File: src/rtl/mips_rst_pkg.sv
// Shared types for the MIPS reset sequencer: FSM state encoding and counter sizing.
package mips_rst_pkg;

    typedef enum logic [1:0] {
        ASSERT  = 2'd0,
        HOLD    = 2'd1,
        RELEASE = 2'd2,
        RUN     = 2'd3
    } state_t;

    // Width of a counter that must reach n-1; never narrower than one bit.
    function automatic int unsigned cnt_width(input int unsigned n);
        return (n > 1) ? $clog2(n) : 1;
    endfunction

endpackage

File: src/rtl/reset_sync_2ff.sv
// Two-flop reset release synchroniser: assertion is asynchronous, release is
// delayed two clk edges so downstream logic never sees a metastable deassert.
module reset_sync_2ff (
    input  logic clk,
    input  logic reset,
    output logic rst_sync_n
);

    logic [1:0] sync_q;

    always_ff @(posedge clk or negedge reset) begin
        if (!reset) begin
            sync_q <= 2'b00;
        end else begin
            sync_q <= {sync_q[0], 1'b1};
        end
    end

    assign rst_sync_n = sync_q[1];

endmodule

File: src/rtl/mips_reset_seq.sv
// Reset sequencer for the MIPS core: holds all channels in reset after a synchronised
// release, then frees them one by one, and counts completed sequences.
module mips_reset_seq
    import mips_rst_pkg::*;
#(
    parameter int unsigned NUM_CH      = 3,
    parameter int unsigned HOLD_CYCLES = 10,
    parameter int unsigned STAGGER     = 2,
    parameter int unsigned CNT_W       = 8
) (
    input  logic              clk,
    input  logic              reset,
    input  logic              sw_req,
    output logic [NUM_CH-1:0] rst_out,
    output logic              ready,
    output logic [CNT_W-1:0]  rst_count,
    output logic [1:0]        state
);

    localparam int unsigned        HOLD_W    = cnt_width(HOLD_CYCLES);
    localparam int unsigned        STG_W     = cnt_width(STAGGER);
    localparam logic [HOLD_W-1:0]  HOLD_LAST = HOLD_W'(HOLD_CYCLES - 1);
    localparam logic [STG_W-1:0]   STG_LAST  = STG_W'((STAGGER > 0) ? STAGGER - 1 : 0);
    // With no stagger (or a single channel) everything is freed on the HOLD exit edge.
    localparam bit                 DIRECT    = (STAGGER == 0) || (NUM_CH == 1);
    localparam logic [CNT_W-1:0]   CNT_MAX   = '1;

    logic rst_sync_n;

    state_t              state_q, state_d;
    logic [HOLD_W-1:0]   hold_q, hold_d;
    logic [STG_W-1:0]    stg_q, stg_d;
    logic [NUM_CH-1:0]   rst_q, rst_d;
    logic [CNT_W-1:0]    cnt_q, cnt_d;
    logic [NUM_CH-1:0]   rst_shift;
    logic [CNT_W-1:0]    cnt_inc;

    reset_sync_2ff u_sync (
        .clk        (clk),
        .reset      (reset),
        .rst_sync_n (rst_sync_n)
    );

    // Channels are freed lowest first by shifting zeros in from bit 0.
    assign rst_shift = rst_q << 1;
    assign cnt_inc   = (cnt_q == CNT_MAX) ? cnt_q : cnt_q + 1'b1;

    always_comb begin
        state_d = state_q;
        hold_d  = hold_q;
        stg_d   = stg_q;
        rst_d   = rst_q;
        cnt_d   = cnt_q;

        unique case (state_q)
            ASSERT: begin
                if (rst_sync_n) begin
                    state_d = HOLD;
                    hold_d  = '0;
                end
            end
            HOLD: begin
                if (hold_q == HOLD_LAST) begin
                    stg_d = '0;
                    if (DIRECT) begin
                        rst_d   = '0;
                        state_d = RUN;
                        cnt_d   = cnt_inc;
                    end else begin
                        rst_d   = rst_shift;
                        state_d = RELEASE;
                    end
                end else begin
                    hold_d = hold_q + 1'b1;
                end
            end
            RELEASE: begin
                if (stg_q == STG_LAST) begin
                    stg_d = '0;
                    rst_d = rst_shift;
                    if (rst_shift == '0) begin
                        state_d = RUN;
                        cnt_d   = cnt_inc;
                    end
                end else begin
                    stg_d = stg_q + 1'b1;
                end
            end
            RUN: begin
            end
            default: begin
                state_d = ASSERT;
            end
        endcase

        // A software re-reset restarts the hold phase; the synchroniser is already released.
        if (sw_req && (state_q != ASSERT)) begin
            state_d = HOLD;
            hold_d  = '0;
            stg_d   = '0;
            rst_d   = '1;
        end
    end

    always_ff @(posedge clk or negedge reset) begin
        if (!reset) begin
            state_q <= ASSERT;
            hold_q  <= '0;
            stg_q   <= '0;
            rst_q   <= '1;
            cnt_q   <= '0;
        end else begin
            state_q <= state_d;
            hold_q  <= hold_d;
            stg_q   <= stg_d;
            rst_q   <= rst_d;
            cnt_q   <= cnt_d;
        end
    end

    assign rst_out   = rst_q;
    assign ready     = (state_q == RUN);
    assign rst_count = cnt_q;
    assign state     = state_q;

endmodule

File: config.mk
export PLATFORM = sky130hd
export DESIGN_NAME = mips_reset_seq
export DESIGN_NICKNAME = d
export VERILOG_FILES = /design/src/rtl/mips_rst_pkg.sv /design/src/rtl/reset_sync_2ff.sv /design/src/rtl/mips_reset_seq.sv
export SDC_FILE = /design/constraint.sdc
export NUM_CORES = 1
export LEC_CHECK = 0
export ABC_AREA = 1
export ABC_CLOCK_PERIOD_IN_PS = 1650
export CORE_MARGIN = 2
export CORE_UTILIZATION = 53
export DETAILED_ROUTE_END_ITERATION = 10
export GPL_TIMING_DRIVEN = 1
export PLACE_DENSITY = 0.85
export SLEW_MARGIN = 20
export SYNTH_ARGS = -nofsm -noshare
export SYNTH_HDL_FRONTEND = slang
export SYNTH_SLANG_ARGS = --single-unit
File: constraint.sdc
create_clock -name clk -period 1.65 [get_ports clk]
set_input_delay 0.33 -clock clk [delete_from_list [all_inputs] [get_ports clk]]
set_output_delay 0.33 -clock clk [all_outputs]
set_load 0.02 [all_outputs]
==> results of run 1 <==
==> per-layer routing <==
metal	track usage	vias to the layer above	wire length (um)
met3	0.0371	6	100
met2	0.376	30	1240
met4	0.0897	0	46
met5	0	-	0
li1	-	555	-
met1	0.229	493	1040
==> metrics by stage <==
step                instance area (sq um)  utilization
finish                               1490        0.673
global route                         1490        0.673
CTS                                  1480        0.669
detailed placement                   1460        0.660
global placement                     1460        0.660
floorplan                            1230            -
==> worst reg2reg max path, delay by kind of cell (launching register included) <==
| family | cells | cell delay (ps) |
|---|---|---|
| DFF | 1 | 460 |
| adders and majority gates | 1 | 170 |
| buffers and inverters | 3 | 270 |
| and+or+nand+nor | 6 | 610 |
==> what timing repair did <==
item                                    4_1_cts  5_1_grt
resized for setup                            15        5
setup buffers                                 0        0
gates cloned                                  0        0
endpoints found under the setup margin       14       10
==> how the worst min path moves through the flow <==
stage / startpoint / end / slack, ps
floorplan: reset / hold_q[0]$_DFFE_PN0P_ / 30
global placement: u_sync.sync_q[0]$_DFF_PN0_ / u_sync.sync_q[1]$_DFF_PN0_ / 340
detailed placement: u_sync.sync_q[0]$_DFF_PN0_ / u_sync.sync_q[1]$_DFF_PN0_ / 350
CTS: reset / rst_count[5]$_DFFE_PN0P_ / 350
global route: u_sync.sync_q[0]$_DFF_PN0_ / u_sync.sync_q[1]$_DFF_PN0_ / 380
finish: reset / rst_count[7]$_DFFE_PN0P_ / 350
==> cell type report <==
type | instances | area, sq um
Inverter | 21 | 78.8
Timing Repair Buffer | 20 | 174
Tap cell | 28 | 35.0
Fill cell | 199 | 724
Clock buffer | 4 | 36.3
Multi-Input combinational cell | 123 | 658
Sequential cell | 20 | 505
==> logic make-up after synthesis <==
logic type	Yosys count	share of synthesized area
other cells	1	0.00304
xor+xnor	5	0.0355
buf+inv	21	0.0639
simple gates	100	0.351
fa+ha+maj	8	0.0811
compound gates	9	0.0568
flops	20	0.409
==> sequential cells by signal, indices dropped and copies added (netlist names) <==
name	cells
stg_q	1
u_sync.sync_q	2
state	2
hold_q	4
rst_out	3
rst_count	8
==> placed cells by master, fill, tap and decap left out, drive strengths merged, types with 3 or more instances in the layout <==
cell type     n
xnor2         4
nor2         21
nand2        64
dfstp         3
ha            8
nand4         4
dlygate4sd2  13
buf           4
o21ai         5
inv          21
clkbuf        4
dfrtp        17
nand3        10
==> power by group through the flow <==
stage / logic [uW] / registers, uW / clock network (uW)
finish: 1090 / 742 / 282
global route: 1220 / 761 / 313
CTS: 1060 / 737 / 295
detailed placement: 1120 / 746 / 0
global placement: 1080 / 736 / 0
floorplan: 655 / 824 / 0
==> results.sh, run 1 <==
export IMPL_std_cell_rows=17
export IMPL_seq_power_share=0.351
export IMPL_tns_ps=0
export IMPL_final_hold_violation_count=0
export IMPL_synth_area_sq_um=1230
export IMPL_totalWireLength_um=2430
export IMPL_cts_root_buf="clkbuf_4"
export IMPL_antenna_cells=0
export IMPL_routabilityCongestion=0.876
export IMPL_worstSetupPathType="flip-flop to output pin"
export IMPL_cts_inserted_buffers=3
export IMPL_cts_tree="yes"
export IMPL_crit_slowest_cell="dfrtp_1"
export IMPL_setup_worst_path_start_class="flip-flop"
export IMPL_cp_max_fo=4
export IMPL_synthTopCellsByCount="60 x nand2_1, 19 x inv_1, 18 x nor2_1"
export IMPL_end_kind="output pin"
export IMPL_layout_cells_non_filler=216
export IMPL_synth_seq_cells=20
export IMPL_first_iter_violations=21
export IMPL_p_comb_frac=0.516
export IMPL_avgSynthCellArea_sq_um=7.52
export IMPL_required_ps=1320
export IMPL_finalCritPeriodShare=0.957
export IMPL_fin_total_pwr_uw=2110
export IMPL_place_hpwl_um=1850
export IMPL_ioPinCount=17
export IMPL_period_minus_slack_ps=1580
export IMPL_synth_most_common_cell="nand2_1"
export IMPL_cts_hold_buffers=0
export IMPL_antenna_found_initial=0
export IMPL_place_ws_ps=4.98
export IMPL_yosysTopAreaCell="dfrtp_1"
export IMPL_clock_latency_ps=300
export IMPL_first_pass_iters=4
export IMPL_die_height_um=52.2
export IMPL_total_leakage_power_uw=0.000805
export IMPL_grt_max_degree=21
export IMPL_wl_per_cell_um=11.3
export IMPL_cp_arrival_ps=1250
export IMPL_p_clk_frac=0.134
export IMPL_finalSetupViolations=0
export IMPL_grtUsageTotal=0.205
export IMPL_cp_top_family="flip-flops"
export IMPL_reg2reg_slack_ps=110
export IMPL_switching_power_uw=947
export IMPL_p_per_area_nw_per_um2=1420
export IMPL_synthFlopType="dfrtp_1"
export IMPL_path_depth=2
export IMPL_synth_edf_count=0
export IMPL_antenna_left=0
export IMPL_max_freq_mhz=633
export IMPL_vdd_ir_drop_worst_mv=0.933
export IMPL_ys_seq_area_frac=0.409
export IMPL_grt_pass1_vias=1010
export IMPL_areaGrowthSynthToFinish_pct=20.6
export IMPL_regToRegStartpoint="state[1]$_DFFE_PN0P_"
export IMPL_initial_core_util=0.558
export IMPL_clock_sinks=20
export IMPL_syn_nets=175
export IMPL_final_max_slew_viol_count=0
export IMPL_worstSetupEndpoint="ready"
export IMPL_drive_above_1_share=0.149
export IMPL_cp_cell_sequence="ha_1 > clkdlybuf4s15_1"
export IMPL_status="complete, no violations"
export IMPL_async_flop_share=1.00
export IMPL_synthTopCellsByArea="dfrtp_1 34%, nand2_1 18%, ha_1 8.1%"
export IMPL_vias=1084
export IMPL_fin_nets=200
export IMPL_startpoint="state[0]$_DFFE_PN0P_"
export IMPL_ys_types=23
export IMPL_clk_path_buf_depth=2
export IMPL_die_width_um=52.2
export IMPL_vias_per_cell=5.02
export IMPL_synth_top_area_frac=0.345
export IMPL_dp_cells=212
export IMPL_finalWorstSetupSlack_ps=71.2
export IMPL_port_buffers=16
export IMPL_core_area_sq_um=2210
export IMPL_rsz0062_at_grt="yes"
export IMPL_hold_ws_ps=351
export IMPL_drc=0
export IMPL_p_sw_frac=0.448
export IMPL_worst_clock_skew_ps=3.43
export IMPL_grt_overflow=0
export IMPL_path_buf_inv=1
export IMPL_reg2reg_depth=10
export IMPL_min_path_type="input pin to async pin"
export IMPL_cp_slowest_stage_delay_ps=440
export IMPL_internal_power_uw=1170
export IMPL_grt_first_pass_wirelength_um=4100
export IMPL_synthCells=164
export IMPL_r2r_end="rst_out[2]$_DFFE_PN1P_"
export IMPL_h_tree_depth=1
export IMPL_drv_cap=0
export IMPL_dieArea_sq_um=2730
export IMPL_ys_warnings_count=0
export IMPL_path_clk_slew_ps=110
No activity file was read; power rests on OpenSTA's default activity.
==> run 2: changes to the inputs <==
--- a/config.mk
+++ b/config.mk
@@ -7,12 +7,11 @@
 export LEC_CHECK = 0
 export ABC_AREA = 1
 export ABC_CLOCK_PERIOD_IN_PS = 1650
-export CORE_MARGIN = 2
+export CORE_MARGIN = 4
 export CORE_UTILIZATION = 53
 export DETAILED_ROUTE_END_ITERATION = 10
 export GPL_TIMING_DRIVEN = 1
 export PLACE_DENSITY = 0.85
-export SLEW_MARGIN = 20
 export SYNTH_ARGS = -nofsm -noshare
 export SYNTH_HDL_FRONTEND = slang
 export SYNTH_SLANG_ARGS = --single-unit
==> run 2 against run 1 <==
Compared with the run above: power is 1.2% higher; sequential share of layout area is 0.40 points lower; sequential cell count stayed put; via count is 5.2% higher; first-iteration DRC count is 67% higher; register-to-register slack better by 20 ps; critical path type unchanged.
==> results.sh, run 2 (synthesized netlist as in run 1, its figures left out) <==
export IMPL_final_common_cell="nand2_1"
export IMPL_largest_reg_flops=8
export IMPL_first_iter_violations=35
export IMPL_antenna_cells=0
export IMPL_cts_inserted_buffers=3
export IMPL_p_comb_frac=0.540
export IMPL_place_hpwl_um=2010
export IMPL_cp_slowest_stage_delay_ps=450
export IMPL_period_minus_slack_ps=1590
export IMPL_p_per_area_nw_per_um2=1420
export IMPL_path_clk_slew_ps=110
export IMPL_ioPinCount=17
export IMPL_initial_core_util=0.558
export IMPL_port_buffers=16
export IMPL_required_ps=1320
export IMPL_worst_clock_skew_ps=5.14
export IMPL_final_area_sq_um=1510
export IMPL_clock_latency_ps=290
export IMPL_regToRegStartpoint="state[0]$_DFFE_PN0P_"
export IMPL_grtUsageTotal=0.171
export IMPL_worstSetupPathType="flip-flop to output pin"
export IMPL_antenna_left=0
export IMPL_vias_per_cell=5.28
export IMPL_cp_top_family="flip-flops"
export IMPL_end_kind="output pin"
export IMPL_totalWireLength_um=2590
export IMPL_clock_sinks=20
export IMPL_place_ws_ps=2.33
export IMPL_status="complete, no violations"
export IMPL_die_height_um=56.2
export IMPL_fin_nets=200
export IMPL_startpoint="state[0]$_DFFE_PN0P_"
export IMPL_final_hold_violation_count=0
export IMPL_placed_cell_area_sq_um=1460
export IMPL_gr_usage_met1=0.193
export IMPL_vdd_ir_drop_worst_mv=0.968
export IMPL_finalSetupViolations=0
export IMPL_path_depth=2
export IMPL_min_path_type="input pin to async pin"
export IMPL_seq_power_share=0.347
export IMPL_cts_tree="yes"
export IMPL_finalCritPeriodShare=0.963
export IMPL_h_tree_depth=1
export IMPL_fill_cells=199
export IMPL_p_clk_frac=0.113
export IMPL_cts_hold_buffers=0
export IMPL_total_leakage_power_uw=0.000804
export IMPL_switching_power_uw=993
export IMPL_cp_cell_sequence="ha_1 > clkdlybuf4s15_1"
export IMPL_wl_per_cell_um=12.0
export IMPL_clk_path_buf_depth=2
export IMPL_antenna_found_initial=0
export IMPL_grt_pass1_vias=1128
export IMPL_routabilityCongestion=0.872
export IMPL_grt_use_met3=0.0464
export IMPL_drv_cap=0
export IMPL_die_width_um=56.2
export IMPL_final_util=0.680
export IMPL_grtUsageMet2=0.314
export IMPL_max_freq_mhz=629
export IMPL_reg2reg_depth=10
export IMPL_drive_above_1_share=0.165
export IMPL_tns_ps=0
export IMPL_areaGrowthSynthToFinish_pct=22.0
export IMPL_std_cell_rows=17
export IMPL_p_sw_frac=0.464
export IMPL_grt_busiest_layer="met2"
export IMPL_cp_arrival_ps=1260
export IMPL_cts_root_buf="clkbuf_4"
export IMPL_setup_worst_path_start_class="flip-flop"
export IMPL_vias=1140
export IMPL_postCtsSetupRepairBufs=0
export IMPL_drc=0
export IMPL_crit_slowest_cell="dfrtp_1"
export IMPL_path_buf_inv=1
export IMPL_mostFrequentLayoutCells="59 x nand2_1, 17 x inv_1, 16 x dfrtp_1, 14 x nor2_1, 13 x dlygate4sd2_1"
export IMPL_grt_first_pass_wirelength_um=4460
export IMPL_cp_max_fo=4
export IMPL_grt_max_degree=21
export IMPL_core_area_sq_um=2210
export IMPL_worstSetupEndpoint="ready"
export IMPL_internal_power_uw=1150
export IMPL_finalWorstSetupSlack_ps=60.8
export IMPL_reg2reg_slack_ps=130
export IMPL_first_pass_iters=4
export IMPL_dieArea_sq_um=3160
export IMPL_grt_overflow=0
export IMPL_final_max_slew_viol_count=0
export IMPL_r2r_end="state[0]$_DFFE_PN0P_"
[run 2: power groups by stage]
| stage | clock network, uW | registers, uW | logic, uW |
|---|---|---|---|
| 3_3_place_gp | 0 | 736 | 1080 |
| 4_1_cts | 248 | 735 | 1080 |
| 6_report | 241 | 743 | 1150 |
| 3_5_place_dp | 0 | 747 | 1130 |
| 2_1_floorplan | 0 | 824 | 655 |
| 5_1_grt | 275 | 759 | 1310 |
[run 2: worst min-delay path by stage]
stage	from	end	cells after the start
after CTS	reset	rst_count[2]$_DFFE_PN0P_	2
after detailed placement	u_sync.sync_q[0]$_DFF_PN0_	u_sync.sync_q[1]$_DFF_PN0_	0
after floorplan	reset	hold_q[0]$_DFFE_PN0P_	0
after global routing	reset	rst_count[2]$_DFFE_PN0P_	2
after global placement	u_sync.sync_q[0]$_DFF_PN0_	u_sync.sync_q[1]$_DFF_PN0_	0
final	reset	rst_count[2]$_DFFE_PN0P_	2
[run 2: through the flow]
step	total power [uW]	instances	hold slack [ps]
detailed placement	1880	212	351
finish	2140	216	359
floorplan	1480	164	34.4
global route	2340	216	367
CTS	2060	216	366
global placement	1820	212	335
[run 2: area by class of cell]
type                       count  area (sq um)  area share
timing repair buffer          20           174       0.116
sequential                    20           505       0.336
tap                           28          35.0      0.0233
inverter                      21          78.8      0.0524
clock buffer                   4          26.3      0.0175
multi-input combinational    123           686       0.456
[run 2: timing repair]
action | 4_1_cts | 5_1_grt
endpoints found under the hold margin | 0 | 0
gates resized for setup | 14 | 14
pin swaps | 0 | 1
endpoints found under the setup margin | 14 | 11
[run 2: metal layers]
layer | wire (um) | share of wire
met5 | 0 | 0
met4 | 34 | 0.013
met3 | 123 | 0.047
met2 | 1410 | 0.55
met1 | 1020 | 0.39
==> run 3: changes to the inputs <==
--- a/config.mk
+++ b/config.mk
@@ -9,6 +9,7 @@
 export ABC_CLOCK_PERIOD_IN_PS = 1650
 export CORE_MARGIN = 4
 export CORE_UTILIZATION = 53
+export CTS_CLUSTER_DIAMETER = 150
 export DETAILED_ROUTE_END_ITERATION = 10
 export GPL_TIMING_DRIVEN = 1
 export PLACE_DENSITY = 0.85
==> results of run 3 <==
Final layout, timing and power as in run 2 (identical DEF).
